**config.mk**
```make
export PLATFORM = sky130hd
export DESIGN_NAME = genius_ctrl_param
export DESIGN_NICKNAME = d
export VERILOG_FILES = /design/src/rtl/genius_ctrl_param.sv
export SDC_FILE = /design/constraint.sdc
export NUM_CORES = 1
export LEC_CHECK = 0
export CORE_MARGIN = 3
export CORE_UTILIZATION = 46
export CTS_BUF_LIST = sky130_fd_sc_hd__clkbuf_2 sky130_fd_sc_hd__clkbuf_4 sky130_fd_sc_hd__clkbuf_8
export DETAILED_ROUTE_END_ITERATION = 16
export PLACE_DENSITY_LB_ADDON = 0.15
export SLEW_MARGIN = 30
export SYNTH_ARGS = -nofsm -noshare
export SYNTH_HDL_FRONTEND = slang
export SYNTH_SLANG_ARGS = --single-unit
```
**constraint.sdc**
```tcl
create_clock -name clock -period 2.48 [get_ports clock]
set_clock_uncertainty 0.15 [all_clocks]
set_input_delay 0.372 -clock clock [delete_from_list [all_inputs] [get_ports clock]]
set_output_delay 0.372 -clock clock [all_outputs]
set_load 0.02 [all_outputs]
```
**src/rtl/genius_ctrl_param.sv**
```systemverilog
// Genius (Simon) game controller: setup, playback, user entry, compare,
// round advance and result, with round counter, timeout and win/lose flags.
module genius_ctrl_param #(
    parameter int MAX_ROUNDS  = 16,
    parameter int ROUND_W     = 5,
    parameter int TIMEOUT_CYC = 200,
    parameter int TIMEOUT_W   = 8
) (
    input  logic               clock,
    input  logic               reset_i,
    input  logic               enter_i,
    input  logic [1:0]         level_i,
    input  logic               end_FPGA_i,
    input  logic               end_User_i,
    input  logic               key_i,
    input  logic               match_i,
    output logic               R1_o,
    output logic               R2_o,
    output logic               E1_o,
    output logic               E2_o,
    output logic               E3_o,
    output logic               E4_o,
    output logic               SEL_o,
    output logic [ROUND_W-1:0] round_o,
    output logic               win_o,
    output logic               lose_o,
    output logic [2:0]         state_o
);

    typedef enum logic [2:0] {
        INIT       = 3'd0,
        SETUP      = 3'd1,
        PLAY_FPGA  = 3'd2,
        PLAY_USER  = 3'd3,
        CHECK      = 3'd4,
        NEXT_ROUND = 3'd5,
        RESULT     = 3'd6
    } state_t;

    state_t               state_q, state_d;
    logic [ROUND_W-1:0]   round_q, round_d;
    logic                 win_q, win_d;
    logic                 lose_q, lose_d;
    logic [1:0]           level_q, level_d;
    logic [TIMEOUT_W-1:0] tmo_q, tmo_d;
    logic                 enter_q;
    logic                 enter_rise;
    logic [31:0]          t_shift;
    logic [TIMEOUT_W-1:0] tmo_load;

    assign enter_rise = enter_i & ~enter_q;

    // Harder levels halve the entry window, but never below one cycle.
    always_comb begin
        t_shift  = 32'(TIMEOUT_CYC) >> level_q;
        tmo_load = (t_shift == 32'd0) ? TIMEOUT_W'(1)
                                      : t_shift[TIMEOUT_W-1:0];
    end

    always_ff @(posedge clock or posedge reset_i) begin
        if (reset_i) begin
            state_q <= INIT;
            round_q <= '0;
            win_q   <= 1'b0;
            lose_q  <= 1'b0;
            level_q <= 2'd0;
            tmo_q   <= '0;
            enter_q <= 1'b1;
        end else begin
            state_q <= state_d;
            round_q <= round_d;
            win_q   <= win_d;
            lose_q  <= lose_d;
            level_q <= level_d;
            tmo_q   <= tmo_d;
            enter_q <= enter_i;
        end
    end

    always_comb begin
        state_d = state_q;
        round_d = round_q;
        win_d   = win_q;
        lose_d  = lose_q;
        level_d = level_q;
        tmo_d   = tmo_q;
        unique case (state_q)
            INIT: begin
                state_d = SETUP;
            end
            SETUP: begin
                if (enter_rise) begin
                    state_d = PLAY_FPGA;
                    level_d = level_i;
                    round_d = ROUND_W'(1);
                end
            end
            PLAY_FPGA: begin
                if (end_FPGA_i) begin
                    state_d = PLAY_USER;
                    tmo_d   = tmo_load;
                end
            end
            PLAY_USER: begin
                if (end_User_i) begin
                    state_d = CHECK;
                    tmo_d   = '0;
                end else if (tmo_q == '0) begin
                    state_d = RESULT;
                    lose_d  = 1'b1;
                end else if (key_i) begin
                    tmo_d = tmo_load;
                end else begin
                    tmo_d = tmo_q - TIMEOUT_W'(1);
                end
            end
            CHECK: begin
                if (match_i) begin
                    state_d = NEXT_ROUND;
                end else begin
                    state_d = RESULT;
                    lose_d  = 1'b1;
                end
            end
            NEXT_ROUND: begin
                if (round_q == ROUND_W'(MAX_ROUNDS)) begin
                    state_d = RESULT;
                    win_d   = 1'b1;
                end else begin
                    state_d = PLAY_FPGA;
                    round_d = round_q + ROUND_W'(1);
                end
            end
            RESULT: begin
                if (enter_rise) begin
                    state_d = INIT;
                    round_d = '0;
                    win_d   = 1'b0;
                    lose_d  = 1'b0;
                end
            end
            default: begin
                state_d = INIT;
                round_d = '0;
                win_d   = 1'b0;
                lose_d  = 1'b0;
                tmo_d   = '0;
            end
        endcase
    end

    always_comb begin
        R1_o  = 1'b0;
        R2_o  = 1'b0;
        E1_o  = 1'b0;
        E2_o  = 1'b0;
        E3_o  = 1'b0;
        E4_o  = 1'b0;
        SEL_o = 1'b0;
        unique case (state_q)
            INIT: begin
                R1_o = 1'b1;
                R2_o = 1'b1;
            end
            SETUP:      E1_o  = 1'b1;
            PLAY_FPGA:  E3_o  = 1'b1;
            PLAY_USER:  E2_o  = 1'b1;
            CHECK:      E4_o  = 1'b1;
            NEXT_ROUND: R2_o  = 1'b1;
            RESULT:     SEL_o = 1'b1;
            default: ;
        endcase
    end

    assign round_o = round_q;
    assign win_o   = win_q;
    assign lose_o  = lose_q;
    assign state_o = state_q;

endmodule
```
### Word level (Yosys, flattened, before mapping)

Index checks and enable logic that the tools add are counted.

* bits in registers: 21
* bits of input ports: 9
* word-level logic and storage cells: 79

* $add $sub $neg: 2
* eq/ne operators: 17
* shift operators: 1
* multiplexer cells: 32
* bitwise gates (word level): 6
* reductions and logical operators: 14

Operator list (number)
* 8-bit two-way mux: 5
* 32-bit logical NOT: 1
* 8-bit by 2-bit right shift with 32-bit output (first input constant): 1
* 8-bit one-hot mux with 3 select lines: 1
* 3-bit one-hot mux with 7 select lines: 1
* 5-bit one-hot mux with 4 select lines: 1
* 3-bit two-way mux: 6
* 2-bit != test (second input constant): 8
* 5-bit two-way mux: 3
* 1-bit two-way mux: 12
* 5-bit OR reduction: 2
* 3-bit equality test (second input constant): 3
* 8-bit logical NOT: 1
* 4-bit AND reduction: 2
* 4-bit OR reduction: 2
* 8-bit by 1-bit subtractor with 8-bit output (second input constant): 1
* 3-bit by 2-bit equality test with 1-bit output (second input constant): 2
* 3-bit != test (second input constant): 2
* 3-bit AND reduction: 2
* 5-bit by 1-bit adder with 5-bit output (second input constant): 1
* 5-bit equality test (second input constant): 1
* 1-bit NOT: 5
* 5-bit AND reduction: 1
* 1-bit one-hot mux with 4 select lines: 1
* 7 further kinds: 7

### Logic depth before layout (Yosys ltp)

Gate-level depths: netlist of the first run.

* word-level depth: 7
* gate-level depth with buffers: 7

### Least setup slack after synthesis of the first run

OpenSTA, ideal clock, no wires.

* path kind: register to register
* start: reg state_q[1], in the netlist state_o[1]
* end: reg round_q[0], in the netlist round_o[0]
* setup time: 0.125 ns
* arrival: 2.039 ns
* data required time: 2.205 ns
* setup slack: 0.166 ns
* cell stages (with the launch flop): 6
* period minus slack after synthesis: 2.314 ns
* cells stage by stage: dfrtp_1 -> clkbuf_1 -> nor3b_1 -> nand2_1 -> nand2_1 -> mux2_2

* word-level cells in the longest chain between the ends: 4

Ends and longest elaborated chain
* start: declaration: RTL line 40 `state_t state_q, state_d;`
* start signal: assignment: RTL line 70 `state_q <= state_d;`
* 3-bit equality test (tied with other cells): RTL line 87 `unique case (state_q)`
* 4-bit OR reduction (no line)
* 1-bit NOT (no line)
* 4-bit AND reduction (no line)
* end signal: assignment: RTL line 71 `round_q <= round_d;`
* end: declaration: RTL line 41 `logic [ROUND_W-1:0] round_q, round_d;`

Several ways; a longest one is shown, not always the timed one.
A chain may end at the register's enable or synchronous reset.

### Worst setup path in the final report of the first run

* start: reg state_q[1], in the netlist state_o[1]
* end: out R1_o

* word-level cells in the longest chain between the ends: 2

Ends and longest elaborated chain
* 3-bit logical NOT: RTL line 160 `unique case (state_q)`
* 1-bit two-way mux: RTL line 160
* end: declaration: RTL line 17 `output logic R1_o,`

Every way passes these cells.

==> metrics.cfg, run 1 <==
[status]
outcome = finished, final reports clean

[flow_run]
maxCapViolCount = 0

[sta]
hold_viol_final = 0
setup-violations-final = 0
tightest_slew_ps = 775
holdWs_ps = 227
fin_crit_sh_pct = 94.5
slew-limit-headroom_pct = 47.8
rsz0062_at_grt = false
finalSetupTns_ps = 0
max_freq_mhz = 427
slew_viol_final = 0
min_period_ps = 2340

[worst_setup_path]
arrival_ps = 1820
slowest_delay_ps = 630
reg2reg_depth = 6
cp_slowest_cell = clkdlybuf4s50_1
path_buf_inv = 2
critical-path-top-delay-family = buffers and inverters
crit_required_ps = 1960
rr_endpoint = tmo_q[2]$_DFFE_PP0P_
r2r_slack_ps = 200
critPathKind = flop to output pin
cp_cell_sequence = buf_4 > nor3_1 > clkdlybuf4s50_1
cp_max_fo = 14
endpoint_kind = output pin
r2r-start = tmo_q[0]$_DFFE_PP0P_
critPathLaunchType = flop

[cts]
clkSlewWorstSetupHoldPaths_ps = 130
tritoncts = done
clock_sinks = 21
htreeDepth = 1
ctsLongestPathBuffers = 2
clock_latency_ps = 310
root_buffer = clkbuf_4
cts_buffers = 3
cts_hold_buf = 0

[power_and_ir_drop]
power.density_nw_per_um2 = 1210
ir_worst_vdd_uv = 535
p_leak_nw = 0.829

[routing]
vias_per_cell = 5.77
antenna_left = 0
dr.pass1.iters = 4
wl_mm = 3.88
wl_per_cell_um = 15.4
dr_total_vias = 1454
drc_errors = 0
first_iter_violations = 73

[logic_synthesis]
synth.net_count = 194
synthArstFlopShare_pct = 100
yosysWarnings = 0
ys_types = 57
syn_area_um2 = 1590
synth_ff_type = dfrtp_1
ys_ff_latch = 21
ys_seq_area_share_pct = 33.1
syn_avg_cell_area_um2 = 9.10
synth_edf_count = 0
syn-instance-count = 175

[min_path]
hp-class = input port to async pin

[global_routing]
grt_pass1_wl_mm = 6.61
track_usage_pct = 19.8
overflow = 0
antenna_found_initial = 0
grt_max_degree = 22
grt_pass1_vias = 1418

[finish]
finish.utilization_pct = 62.4
fillers = 292
diodes = 0
num-nets-final = 228
drive_above_1_share_pct = 14.9
instances_no_fill = 252
area_delta_synth_final_pct = 24.6

[die]
fp-row-count = 20
die_height_um = 64.8
die-area_um2 = 4200
core_area_um2 = 3180
io_pins = 26
fp.dieW_um = 64.8
start_util_pct = 50.1

[place]
placed_cells = 246
numPortBuffers = 25
hpwlAfterDp_mm = 2.94
gp_congestion = 0.959

-- cell type report --
| type | instances | area, um2 | share of cell area, % |
|---|---|---|---|
| multi-input cells | 132 | 977 | 49.2 |
| flip-flops and latches | 21 | 531 | 26.7 |
| repair buffers | 37 | 342 | 17.2 |
| well taps | 44 | 55.1 | 2.77 |
| inverters | 14 | 52.6 | 2.65 |
| clock buffers | 3 | 22.5 | 1.13 |
| clock inverters | 1 | 5.00 | 0.252 |
-- power by group --
group          leakage, nW  total, W  internal (W)  switching (W)
clock               0.0177  0.000173     0.0000602       0.000113
sequential           0.263  0.000666      0.000470       0.000196
combinational        0.548   0.00157      0.000723       0.000844
total                0.829   0.00241       0.00125        0.00115
-- worst max path at each step --
stage,from,end,cells after the start
after CTS,state_o[0]$_DFFE_PP0P_,R2_o,4
after global routing,state_o[1]$_DFFE_PP0P_,R1_o,3
after detailed placement,tmo_q[0]$_DFFE_PP0P_,tmo_q[2]$_DFFE_PP0P_,6
final,state_o[1]$_DFFE_PP0P_,R1_o,3
after global placement,tmo_q[0]$_DFFE_PP0P_,tmo_q[2]$_DFFE_PP0P_,6
after floorplan,state_o[1]$_DFFE_PP0P_,round_o[0]$_DFFE_PP0P_,5
-- synthesized netlist by cell type, types with 4 or more instances --
cell	number	share of area (%)
a21oi_1	5	1.6
inv_1	14	3.3
nand3_1	7	2.2
ha_1	10	7.9
nand2_1	9	2.1
dfrtp_1	20	31
a32oi_1	4	2.2
nand2b_1	7	2.7
o21ai_0	9	2.8
nand3b_1	5	2.4
nor2b_1	4	1.6
nor3_1	5	1.6
nor3b_1	4	1.9
nor2_1	5	1.2
clkbuf_1	5	1.2
nor4_1	4	1.6
-- layer usage --
| layer | GRT usage (%) | part of all wire (%) | up-vias | wire length, um |
|---|---|---|---|---|
| li1 | - | - | 719 | - |
| met1 | 27.1 | 47 | 685 | 1820 |
| met2 | 31.0 | 46 | 40 | 1770 |
| met3 | 3.47 | 5.4 | 10 | 209 |
| met4 | 7.39 | 1.9 | 0 | 72 |
| met5 | 0 | 0 | - | 0 |
-- cell usage in the layout (no fill, tap or decap), types with 4 or more instances in the layout --
cell             netlist  layout
clkdlybuf4s50_1        0      23
dfrtp_1               20      17
inv_1                 14      14
buf_4                  1      12
ha_1                  10      10
nand2_1                9       9
o21ai_0                9       9
nand3_1                7       7
nand2b_1               7       7
nand3b_1               5       5
a21oi_1                5       5
nor2_1                 5       5
nor3_1                 5       5
nor2b_1                4       4
a32oi_1                4       4
nor4_1                 4       4
-- tightest hold or removal path: stages --
cell and delay, ps:
clkdlybuf4s50_1 390, inv_1 50, buf_4 280
-- sequential cells by signal, summed over array words and instances (netlist names) --
| signal | count |
|---|---|
| win_o | 1 |
| tmo_q | 8 |
| enter_q | 1 |
| lose_o | 1 |
| level_q | 2 |
| state_o | 3 |
| round_o | 5 |
-- through the flow --
stage	cell area, um2	power (W)	worst slack (ps)
global route	1980	0.00262	19.6
global placement	1930	0.00216	312
floorplan	1590	0.00170	166
detailed placement	1930	0.00221	219
CTS	1960	0.00238	35.7
finish	1980	0.00241	136
-- cell families after synthesis --
logic type | after synthesis | share of synthesized area (%)
xor+xnor | 2 | 1.10
simple gates | 65 | 25.7
mux | 6 | 4.01
fa+ha+maj | 10 | 7.86
buf+inv | 22 | 5.89
flops | 21 | 33.1
compound gates | 49 | 22.4
-- timing repair --
item,4_1_cts,5_1_grt
buffers inserted,0,2
endpoints found under the setup margin,3,5
resized for setup,2,4
(Power assumes the default switching activity.)
==> run 2: changes to the inputs <==
--- a/config.mk
+++ b/config.mk
@@ -5,10 +5,12 @@
 export SDC_FILE = /design/constraint.sdc
 export NUM_CORES = 1
 export LEC_CHECK = 0
+export CAP_MARGIN = 30
 export CORE_MARGIN = 3
 export CORE_UTILIZATION = 46
 export CTS_BUF_LIST = sky130_fd_sc_hd__clkbuf_2 sky130_fd_sc_hd__clkbuf_4 sky130_fd_sc_hd__clkbuf_8
 export DETAILED_ROUTE_END_ITERATION = 16
+export MAX_ROUTING_LAYER = met4
 export PLACE_DENSITY_LB_ADDON = 0.15
 export SLEW_MARGIN = 30
 export SYNTH_ARGS = -nofsm -noshare
==> metrics.cfg, run 2 (synthesized netlist as in run 1, its figures left out) <==
[power_and_ir_drop]
p_leak_nw = 0.868
ir_worst_vdd_uv = 425
finalPower_w = 0.00245
power.density_nw_per_um2 = 1220

[sta]
fin_crit_sh_pct = 92.4
tightest_slew_ps = 828
max_freq_mhz = 437
slew_viol_final = 0
finalSetupTns_ps = 0
holdWs_ps = 224
hold_viol_final = 0
rsz0062_at_grt = false
setup-violations-final = 0
min_period_ps = 2290
slew-limit-headroom_pct = 44.3
fin_ws_ps = 190

[global_routing]
grt_pass1_wl_mm = 6.53
antenna_found_initial = 0
grt_max_degree = 22
track_usage_pct = 19.7
grt_pass1_vias = 1424
overflow = 0

[finish]
area_delta_synth_final_pct = 26.1
diodes = 0
final_area_um2 = 2010
largest-register = tmo_q
final_cell_mix = 22 x clkdlybuf4s50_1, 17 x dfrtp_1, 14 x inv_1, 14 x buf_4, 10 x ha_1
largest_reg_flops = 8
final_common_cell = clkdlybuf4s50_1
num-nets-final = 230
drive_above_1_share_pct = 15.7

[worst_setup_path]
crit_required_ps = 1960
critPathKind = flop to output pin
endpoint_kind = output pin
arrival_ps = 1770
critPathLaunchType = flop
cp_max_fo = 14

[cts]
ctsLongestPathBuffers = 2
tritoncts = done
clock_latency_ps = 310
clock_sinks = 21
cts_buffers = 3
htreeDepth = 1
root_buffer = clkbuf_4
clkSlewWorstSetupHoldPaths_ps = 130

[routing]
wl_per_cell_um = 15.2
dr_total_vias = 1511
first_iter_violations = 128
antenna_left = 0
dr.pass1.iters = 4
wl_mm = 3.87
vias_per_cell = 5.95
drc_errors = 0

[place]
numPortBuffers = 25
hpwlAfterDp_mm = 2.87
gp_congestion = 0.977
dp_slack_ps = 228
place_area_um2 = 1930

[die]
fp.dieW_um = 64.8
io_pins = 26
start_util_pct = 50.1
die-area_um2 = 4200
core_area_um2 = 3180
die_height_um = 64.8
fp-row-count = 20

[flow_run]
maxCapViolCount = 0

[min_path]
hp-class = input port to async pin

[status]
outcome = finished, final reports clean

[run 2: cell types whose count changed in the layout (fill, tap and decap cells not counted), sizes merged]
cell,delta
dlymetal6s2s,+2
dlygate4sd2,-1
clkinv,-1
clkdlybuf4s50,-1
buf,+2
clkbuf,+1
[run 2: worst max-delay path, stage by stage (launching register included)]
cell and delay (ps):
dfrtp_2 520, and2_1 190, nor2b_1 130, clkdlybuf4s50_1 610
[run 2: metal layers]
layer	share of wire, %	global-route usage, %
met2	46	29.2
met4	1.2	7.12
met1	46	26.7
met5	0	-
met3	6.4	3.99
[run 2: what timing repair did]
item / CTS / global route
gates resized for setup: 1 / 6
cloned: 0 / 0
setup buffers: 0 / 4
hold buffers: 0 / 0
pin swaps: 0 / 0
endpoints found under the setup margin: 3 / 6
[run 2: cell type report]
class / instances / area, um2
timing repair buffer: 39 / 363
multi-input combinational: 132 / 977
inverter: 14 / 52.6
fill: 286 / 1170
tap: 44 / 55.1
sequential: 21 / 531
clock buffer: 4 / 30.0
[run 2: path summary, 6_finish.rpt]
check | start | slack (ps) | cells past startpoint | end
max | state_o[2]$_DFFE_PP0P_ | 190 | 3 | SEL_o
min | reset_i | 220 | 3 | round_o[4]$_DFFE_PP0P_
max reg2reg | tmo_q[0]$_DFFE_PP0P_ | 190 | 6 | tmo_q[2]$_DFFE_PP0P_
min reg2reg | lose_o$_DFFE_PP0P_ | 370 | 1 | lose_o$_DFFE_PP0P_
max in group asynchronous | reset_i | 1680 | 3 | enter_q$_DFF_PP1_
min in group clock | lose_o$_DFFE_PP0P_ | 370 | 1 | lose_o$_DFFE_PP0P_
[run 2: stage by stage]
stage,utilization (%),std cells
5_1_grt,63.2,254
4_1_cts,61.8,250
3_5_place_dp,60.8,246
6_report,63.2,254
2_1_floorplan,-,175
3_3_place_gp,60.8,246
[run 2: report_power, final]
| part | internal (W) | total [W] | switching [W] |
|---|---|---|---|
| clock | 0.0000737 | 0.000188 | 0.000114 |
| sequential | 0.000470 | 0.000662 | 0.000192 |
| combinational | 0.000739 | 0.00160 | 0.000860 |
| total | 0.00128 | 0.00245 | 0.00117 |
